## config.mk

```make
export PLATFORM = sky130hd
export DESIGN_NAME = sprite_port_arbiter
export DESIGN_NICKNAME = d
export VERILOG_FILES = /design/src/rtl/sprite_port_arbiter.sv
export SDC_FILE = /design/constraint.sdc
export NUM_CORES = 1
export LEC_CHECK = 0
export BUFFER_PORTS_ARGS = -buffer_cell sky130_fd_sc_hd__buf_2
export CORE_ASPECT_RATIO = 0.75
export CORE_UTILIZATION = 42
export CTS_BUF_LIST = sky130_fd_sc_hd__clkbuf_4 sky130_fd_sc_hd__clkbuf_8 sky130_fd_sc_hd__clkbuf_16
export DETAILED_ROUTE_END_ITERATION = 10
export PLACE_DENSITY_LB_ADDON = 0.2
export SLEW_MARGIN = 5
export SYNTH_ARGS = -nofsm -noshare
export SYNTH_HDL_FRONTEND = slang
export SYNTH_SLANG_ARGS = --single-unit
```

## constraint.sdc

```tcl
create_clock -name clock -period 1.9 [get_ports clock]
set_input_delay 0.095 -clock clock [delete_from_list [all_inputs] [get_ports clock]]
set_output_delay 0.095 -clock clock [all_outputs]
set_load 0.01 [all_outputs]
```

## src/rtl/sprite_port_arbiter.sv

```systemverilog
// sprite_port_arbiter
// Shares port A of sprite_storage between the SPI write path and two read
// requesters (rd0 = scanline renderer, rd1 = collision/preview reader).
// Grants are combinational; at most one access is granted per cycle. Writes
// have priority, but a reader that has waited through STARVE_MAX write grants
// wins the next cycle. Readers are served round-robin. Each read returns one
// nibble with a one-cycle valid pulse READ_LATENCY+1 cycles after its grant.
// Optional build macro: ARB_STATS_EN adds saturating write/read/stall counters
// with a synchronous clear input.
module sprite_port_arbiter #(
    parameter int SEL_W        = 4,
    parameter int ADDR_W       = 13,
    parameter int READ_LATENCY = 1,
    parameter int STARVE_MAX   = 8
) (
    input  logic              clock,
    input  logic              reset_n,
    input  logic              wr_req,
    input  logic [SEL_W-1:0]  wr_select,
    input  logic [ADDR_W-1:0] wr_addr,
    input  logic [7:0]        wr_data,
    output logic              wr_gnt,
    input  logic              rd0_req,
    input  logic [SEL_W-1:0]  rd0_select,
    input  logic [ADDR_W-1:0] rd0_addr,
    output logic              rd0_gnt,
    output logic              rd0_valid,
    output logic [3:0]        rd0_data,
    input  logic              rd1_req,
    input  logic [SEL_W-1:0]  rd1_select,
    input  logic [ADDR_W-1:0] rd1_addr,
    output logic              rd1_gnt,
    output logic              rd1_valid,
    output logic [3:0]        rd1_data,
    output logic              st_w_en,
    output logic [SEL_W-1:0]  st_w_select,
    output logic [ADDR_W-1:0] st_w_addr,
    output logic [7:0]        st_w_data,
    output logic [SEL_W-1:0]  st_r0_select,
    output logic [ADDR_W-1:0] st_r0_addr,
    input  logic [3:0]        st_r0_data
`ifdef ARB_STATS_EN
    ,
    input  logic              stat_clr,
    output logic [15:0]       stat_wr_cnt,
    output logic [15:0]       stat_rd_cnt,
    output logic [15:0]       stat_stall_cnt
`endif
);

    localparam int CNT_W = $clog2(STARVE_MAX + 1);
    localparam logic [CNT_W-1:0] STARVE_LIM = CNT_W'(STARVE_MAX);

    logic              any_rd_s;
    logic              wr_gnt_s;
    logic              rd0_gnt_s;
    logic              rd1_gnt_s;
    logic              rd_gnt_any_s;
    logic [CNT_W-1:0]  starve_cnt_q;
    logic [CNT_W-1:0]  starve_cnt_d;
    logic              rr_ptr_q;     // 0 = rd0 has precedence, 1 = rd1
    logic              rr_ptr_d;
    logic [SEL_W-1:0]  r_sel_q;
    logic [SEL_W-1:0]  r_sel_d;
    logic [ADDR_W-1:0] r_addr_q;
    logic [ADDR_W-1:0] r_addr_d;
    // Tag pipe: one {valid, id} slot per cycle of storage read latency.
    logic [READ_LATENCY-1:0] pipe_vld_q;
    logic [READ_LATENCY-1:0] pipe_id_q;
    logic              pipe_out_vld_s;
    logic              pipe_out_id_s;
    logic              rd0_valid_q;
    logic              rd1_valid_q;
    logic [3:0]        rd0_data_q;
    logic [3:0]        rd1_data_q;

    assign any_rd_s       = rd0_req | rd1_req;
    assign rd_gnt_any_s   = rd0_gnt_s | rd1_gnt_s;
    assign pipe_out_vld_s = pipe_vld_q[READ_LATENCY-1];
    assign pipe_out_id_s  = pipe_id_q[READ_LATENCY-1];

    // Arbitration: write first unless a reader has been starved, then round-robin readers.
    always_comb begin
        wr_gnt_s  = 1'b0;
        rd0_gnt_s = 1'b0;
        rd1_gnt_s = 1'b0;
        if (wr_req && (!any_rd_s || (starve_cnt_q < STARVE_LIM))) begin
            wr_gnt_s = 1'b1;
        end else if (any_rd_s) begin
            if (rr_ptr_q == 1'b0) begin
                if (rd0_req) begin
                    rd0_gnt_s = 1'b1;
                end else begin
                    rd1_gnt_s = 1'b1;
                end
            end else begin
                if (rd1_req) begin
                    rd1_gnt_s = 1'b1;
                end else begin
                    rd0_gnt_s = 1'b1;
                end
            end
        end else begin
            wr_gnt_s = 1'b0;
        end
    end

    // Next-state for starvation counter, round-robin pointer and held read address.
    always_comb begin
        starve_cnt_d = starve_cnt_q;
        rr_ptr_d     = rr_ptr_q;
        r_sel_d      = r_sel_q;
        r_addr_d     = r_addr_q;
        if (rd_gnt_any_s || !any_rd_s) begin
            starve_cnt_d = {CNT_W{1'b0}};
        end else if (wr_gnt_s && (starve_cnt_q < STARVE_LIM)) begin
            starve_cnt_d = starve_cnt_q + CNT_W'(1);
        end else begin
            starve_cnt_d = starve_cnt_q;
        end
        // The pointer moves to the reader that was not just served.
        if (rd0_gnt_s) begin
            rr_ptr_d = 1'b1;
            r_sel_d  = rd0_select;
            r_addr_d = rd0_addr;
        end else if (rd1_gnt_s) begin
            rr_ptr_d = 1'b0;
            r_sel_d  = rd1_select;
            r_addr_d = rd1_addr;
        end else begin
            rr_ptr_d = rr_ptr_q;
        end
    end

    // Arbiter state, tag pipe and registered read-return outputs.
    always_ff @(posedge clock or negedge reset_n) begin
        if (!reset_n) begin
            starve_cnt_q <= {CNT_W{1'b0}};
            rr_ptr_q     <= 1'b0;
            r_sel_q      <= {SEL_W{1'b0}};
            r_addr_q     <= {ADDR_W{1'b0}};
            pipe_vld_q   <= {READ_LATENCY{1'b0}};
            pipe_id_q    <= {READ_LATENCY{1'b0}};
            rd0_valid_q  <= 1'b0;
            rd1_valid_q  <= 1'b0;
            rd0_data_q   <= 4'h0;
            rd1_data_q   <= 4'h0;
        end else begin
            starve_cnt_q  <= starve_cnt_d;
            rr_ptr_q      <= rr_ptr_d;
            r_sel_q       <= r_sel_d;
            r_addr_q      <= r_addr_d;
            pipe_vld_q[0] <= rd_gnt_any_s;
            pipe_id_q[0]  <= rd1_gnt_s;
            for (int i = 1; i < READ_LATENCY; i++) begin
                pipe_vld_q[i] <= pipe_vld_q[i-1];
                pipe_id_q[i]  <= pipe_id_q[i-1];
            end
            rd0_valid_q <= pipe_out_vld_s & ~pipe_out_id_s;
            rd1_valid_q <= pipe_out_vld_s & pipe_out_id_s;
            if (pipe_out_vld_s && !pipe_out_id_s) begin
                rd0_data_q <= st_r0_data;
            end
            if (pipe_out_vld_s && pipe_out_id_s) begin
                rd1_data_q <= st_r0_data;
            end
        end
    end

    assign wr_gnt       = wr_gnt_s;
    assign rd0_gnt      = rd0_gnt_s;
    assign rd1_gnt      = rd1_gnt_s;
    assign rd0_valid    = rd0_valid_q;
    assign rd1_valid    = rd1_valid_q;
    assign rd0_data     = rd0_data_q;
    assign rd1_data     = rd1_data_q;
    assign st_w_en      = wr_gnt_s;
    assign st_w_select  = wr_select;
    assign st_w_addr    = wr_addr;
    assign st_w_data    = wr_data;
    // Present the granted reader's address in its grant cycle, else hold the last one.
    assign st_r0_select = r_sel_d;
    assign st_r0_addr   = r_addr_d;

`ifdef ARB_STATS_EN
    logic [15:0] stat_wr_q;
    logic [15:0] stat_rd_q;
    logic [15:0] stat_stall_q;
    logic        stall_s;

    function automatic logic [15:0] sat_inc(input logic [15:0] v);
        return (v == 16'hFFFF) ? v : (v + 16'd1);
    endfunction

    assign stall_s = (wr_req & ~wr_gnt_s) | (rd0_req & ~rd0_gnt_s) | (rd1_req & ~rd1_gnt_s);

    // Saturating activity counters, cleared by reset or stat_clr.
    always_ff @(posedge clock or negedge reset_n) begin
        if (!reset_n) begin
            stat_wr_q    <= 16'h0000;
            stat_rd_q    <= 16'h0000;
            stat_stall_q <= 16'h0000;
        end else if (stat_clr) begin
            stat_wr_q    <= 16'h0000;
            stat_rd_q    <= 16'h0000;
            stat_stall_q <= 16'h0000;
        end else begin
            if (wr_gnt_s) begin
                stat_wr_q <= sat_inc(stat_wr_q);
            end
            if (rd_gnt_any_s) begin
                stat_rd_q <= sat_inc(stat_rd_q);
            end
            if (stall_s) begin
                stat_stall_q <= sat_inc(stat_stall_q);
            end
        end
    end

    assign stat_wr_cnt    = stat_wr_q;
    assign stat_rd_cnt    = stat_rd_q;
    assign stat_stall_cnt = stat_stall_q;
`endif

endmodule

```

# Yosys cells after proc, flatten, opt, wreduce, memory -nomap -nowiden
# Cells that the tools add are included.
# op_classes
n_div	0
reduce_logical	10
eq_ne	0
bitwise_logic	5
magnitude_cmp	1
multipliers	0
n_mux	19
shift	0
n_addsub	1
# op_table
cell	n
two-way mux 13 bit	2
two-way mux 4 bit	4
two-way mux 1 bit	13
adder 4 x 1 -> 4 bit, second input constant	1
logical AND 1 bit	4
less-than comparator 4 bit, second input constant	1
nonzero test 2 bit	2
bitwise AND 1 bit	2
zero test 1 bit	2
logical OR 1 bit	2
OR 1 bit	2
NOT 1 bit	1
# totals
ramBits	0
in_bits	68
register_bits	34
output_inout_bits	56
n_memories	0
wordCells	46
latch_bits	0
mem_bits_ro	0

# Logic depth before layout (Yosys ltp)
# logic_depth
ltp_word	8
depth_mapped	6
depth_no_buf	3

# Least setup slack after synthesis
# Ideal clock, no wire load.
# synth_path
kind	flip-flop to flip-flop
startpoint	register rr_ptr_q
endpoint	register r_addr_q[0]
setup_slack_ns	0.262
setup_time_ns	0.131
period_less_slack_ns	1.638
required_ns	1.769
arrival_ns	1.507
path_buffers	3
stages_incl_launch_ff	7
path_cell_list	dfrtp_1 -> and2_4 -> buf_6 -> or3_1 -> buf_6 -> buf_8 -> a31oi_1
# synth_between
elab_chain_cells	5
elab_cells_between_ends	8
classes_between	8 x mux
# synth_rtl
element	line	source
from (decl)	61	logic rr_ptr_q;
from (signal assigned)	150	rr_ptr_q <= rr_ptr_d;
two-way mux 1 bit	90	if (rr_ptr_q == 1'b0) begin
two-way mux 1 bit	89	end else if (any_rd_s) begin
two-way mux 1 bit	87	if (wr_req && (!any_rd_s || (starve_cnt_q < STARVE_LIM))) begin
two-way mux 13 bit	126	end else if (rd1_gnt_s) begin
two-way mux 13 bit *	122	if (rd0_gnt_s) begin
named net st_r0_addr[0]	40	output logic [ADDR_W-1:0] st_r0_addr,
to (signal assigned)	141	r_addr_q <= {ADDR_W{1'b0}};
to (signal assigned)	152	r_addr_q <= r_addr_d;
to (decl)	65	logic [ADDR_W-1:0] r_addr_q;
# Mark *: on every way through the listed nets, which the timed path passes. The rest lies on a longest branch.
# A chain may end at the register's enable or synchronous reset.

# Worst setup path after layout
# layout_path
startpoint	register rr_ptr_q
endpoint	output st_r0_addr[7]
# layout_between
elab_chain_cells	5
elab_cells_between_ends	8
classes_between	8 x mux
# layout_rtl
element	line
two-way mux 1 bit	90
two-way mux 1 bit	89
two-way mux 1 bit	87
two-way mux 13 bit	126
two-way mux 13 bit *	122
to (decl)	40
# Every way passes the cells marked *; elsewhere a longest branch is shown, timed or not.

==> run_results.csv <==
group,metric,value,unit
synthesis,syn_area,0.00184,mm²
timing,timing.fmax,0.547,GHz
grt,grt_pass1_vias,1507,
grt,track_usage,22.5,%
drt,wl_per_cell,17.3,µm
synthesis,avgSynthCellArea,10.0,µm²
cells_and_area,diodes,0,
floorplan,die_area,0.00464,mm²
synthesis,synth_seq_cells,34,
grt,grt_pass1_wl,7850,µm
clock_tree,cts_tree,"done",
synthesis,synth_top_area_cell,"dfrtp_1",
synthesis,yosysUniqueCellTypes,28,
timing,hold_viol,0,
floorplan,die_w,78.3,µm
clock_tree,cts_max_level,2,
synthesis,synth-edff-count,0,
synthesis,syn_nets,252,
place,place_area,0.00205,mm²
synthesis,synthArstFlopShare,100,%
critical_path,critPathKind,"reg -> out",
cells_and_area,final_area,0.00227,mm²
critical_path,crit_slowest_cell,"dfrtp_1",
cells_and_area,area_growth,23.4,%
drt,drcViolationCount,0,
critical_path,worst_setup_path_start_kind,"flop",
power,pwr-share-comb,28.6,%
hold_path,hp-start,"st_r0_data[2]",
synthesis,yosysWarnings,0,
job,cap_violations,0,
clock_tree,clk_latency,0.28,ns
synthesis,synth_top_cell_area_share,46.4,%
drt,num_vias,1682,
power,static-leakage-power,1.02,nW
critical_path,path_max_fanout,6,
power,max-vdd-ir-drop,0.000432,V
grt,antenna_found_initial,0,
timing,period_share,96.2,%
place,hpwl,3320,µm
timing,finalClockSkew,0.00815,ns
timing,fin_crit,1.83,ns
drt,drtIter0Drc,108,
floorplan,start_util,44.5,%
synthesis,synth-main-ff-cell,"dfrtp_1",
drt,routed_wl,4950,µm
timing,finalSetupViolations,0,
cells_and_area,nets,300,
place,dp_cells,276,
power,switching_share,30.6,%
critical_path,cp.arrival,1.73,ns
floorplan,core,0.00413,mm²
critical_path,r2r-start,"rr_ptr_q",
synthesis,netlist_top_cells_count,"dfrtp_1 (34), buf_4 (26)",
hold_path,holdCritPathClass,"in -> reg",
power,p_per_area,872,mW/mm²
timing,maxSlewViolCount,0,
place,post-place-ws,0.259,ns
synthesis,synthTopCellsByArea,"dfrtp_1 (46%), buf_4 (11%), o31ai_1 (7.0%)",
critical_path,r2r_cells,4,
critical_path,r2r_slack,0.52,ns
place,gp_congestion,0.828,
timing,setup_slack,0.0716,ns
clock_tree,path_clk_slew,0.07,ns
synthesis,netlist_instances,183,
cells_and_area,fillCellCount,401,
power,clock_power_share,26.7,%
grt,gr-total-overflow,0,
status,status,"finished clean",
floorplan,die_h,59.3,µm
critical_path,cp-end-kind,"primary output",
timing,hold-worst-slack,0.0413,ns
clock_tree,clk_path_buf_depth,2,
power,p_sw,0.000604,W
hold_path,min_to,"rd0_data[2]",
grt,grt_max_degree,35,
drt,avgViaCountPerCell,5.88,
synthesis,seq_area_frac_synth,46.4,%
floorplan,rows,20,
floorplan,ioPinCount,124,
drt,dr.pass1.iters,5,
power,power_frac_seq,44.7,%
critical_path,slowest_delay,0.40,ns
place,io_buffers,73,
clock_tree,root_buffer,"clkbuf_8",
power,intPower,0.00137,W
clock_tree,numCtsBuffers,5,
clock_tree,cts_num_sinks,34,
critical_path,rr_endpoint,"r_addr_q[6]",
cells_and_area,drive_above_1_share,48.9,%
hold_path,min_path_cells,2,
critical_path,required,1.80,ns
timing,slew_headroom,49.7,%
drt,ant_nets,0,
cells_and_area,layout.cells.non_filler,286,
critical_path,crit_chain,"and2_4, or3_4, buf_6, a31oi_1, buf_2",
timing,worstMarginPinSlew,0.755,ns
synthesis,synth_most_common_cell,"dfrtp_1",
cells_and_area,post-route-util,54.9,%
[flip-flops by register name (all words and copies together), names as in the netlist]
signal / flops
pipe_id_q: 1
pipe_out_vld_s: 1
r_addr_q: 13
r_sel_q: 4
rd0_data: 4
rd0_valid: 1
rd1_data: 4
rd1_valid: 1
rr_ptr_q: 1
starve_cnt_q: 4
[critical path: cells and delay by family, from the launching register on]
family,cells,cell delay (ns)
and+or+nand+nor,2,0.56
DFF,1,0.40
buffers and inverters,2,0.33
AOI/OAI and AO/OA,1,0.17
[worst max path at each step]
| stage | startpoint | endpoint | slack [ns] |
|---|---|---|---|
| floorplan | rr_ptr_q | r_addr_q[0] | 0.26 |
| detailed placement | rr_ptr_q | st_r0_addr[9] | 0.26 |
| CTS | rr_ptr_q | st_r0_addr[12] | 0.02 |
| finish | rr_ptr_q | st_r0_addr[7] | 0.07 |
| global route | rr_ptr_q | st_r0_select[0] | -0.0006 |
| global placement | rr_ptr_q | st_r0_addr[9] | 0.25 |
[cells in the final DEF (no fill, tap or decap), drive strengths merged]
master,count
buf,85
dfrtp,34
o31ai,17
nand4,17
nor4,17
a31oi,17
mux2,8
clkbuf,7
nor2,6
inv,5
o21ai,3
nand2b,2
nand2,2
and2,2
nor2b,2
or3,1
and2b,1
nor3,1
nand3,1
xnor2,1
ha,1
dlygate4sd3,1
[stage by stage]
stage / setup TNS [ns] / power [W]
floorplan: 0 / 0.00124
global placement: 0 / 0.00140
detailed placement: 0 / 0.00141
CTS: 0 / 0.00197
global route: -0.000562 / 0.00209
finish: 0 / 0.00197
[kinds of logic (layout without fill, tap and decap cells)]
logic type / count (synthesis) / after routing / synth area share, %
AND/OR/NAND/NOR: 52 / 52 / 16.7
XOR/XNOR: 1 / 1 / 0.477
buffers and inverters: 50 / 98 / 17.3
AO/OA/AOI/OAI: 37 / 37 / 13.6
multiplexers: 8 / 8 / 4.91
flip-flops: 34 / 34 / 46.4
adder cells (fa/ha/maj): 1 / 1 / 0.682
[layer usage]
| layer | track usage [%] | routed length [µm] | vias up |
|---|---|---|---|
| li1 | - | - | 755 |
| met1 | 32.4 | 2200 | 788 |
| met2 | 29.8 | 2060 | 120 |
| met3 | 7.08 | 545 | 19 |
| met4 | 12.4 | 144 | 0 |
| met5 | 0 | 0 | - |
[area by class of cell]
class	count	area, µm²	area share, %
clock buffers	7	83.8	3.70
multi-input cells	99	767	33.8
repair buffers	86	477	21.0
well taps	55	68.8	3.04
flip-flops and latches	34	851	37.5
inverters	5	18.8	0.828
[power by group through the flow]
stage	Sequential (W)	Combinational, W	Clock, W
CTS	0.000882	0.000546	0.000543
detailed placement	0.000894	0.000512	0
global route	0.000896	0.000616	0.000583
floorplan	0.000907	0.000329	0
global placement	0.000892	0.000512	0
finish	0.000883	0.000566	0.000526
[repair_timing]
| action | in CTS | in global routing |
|---|---|---|
| hold buffers | 1 | 0 |
| hold endpoints to repair | 34 | 0 |
| gates cloned | 0 | 1 |
| endpoints found under the setup margin | 15 | 12 |
| gates resized for setup | 11 | 11 |
| setup buffers | 1 | 0 |
No activity file was read; power rests on OpenSTA's default activity.
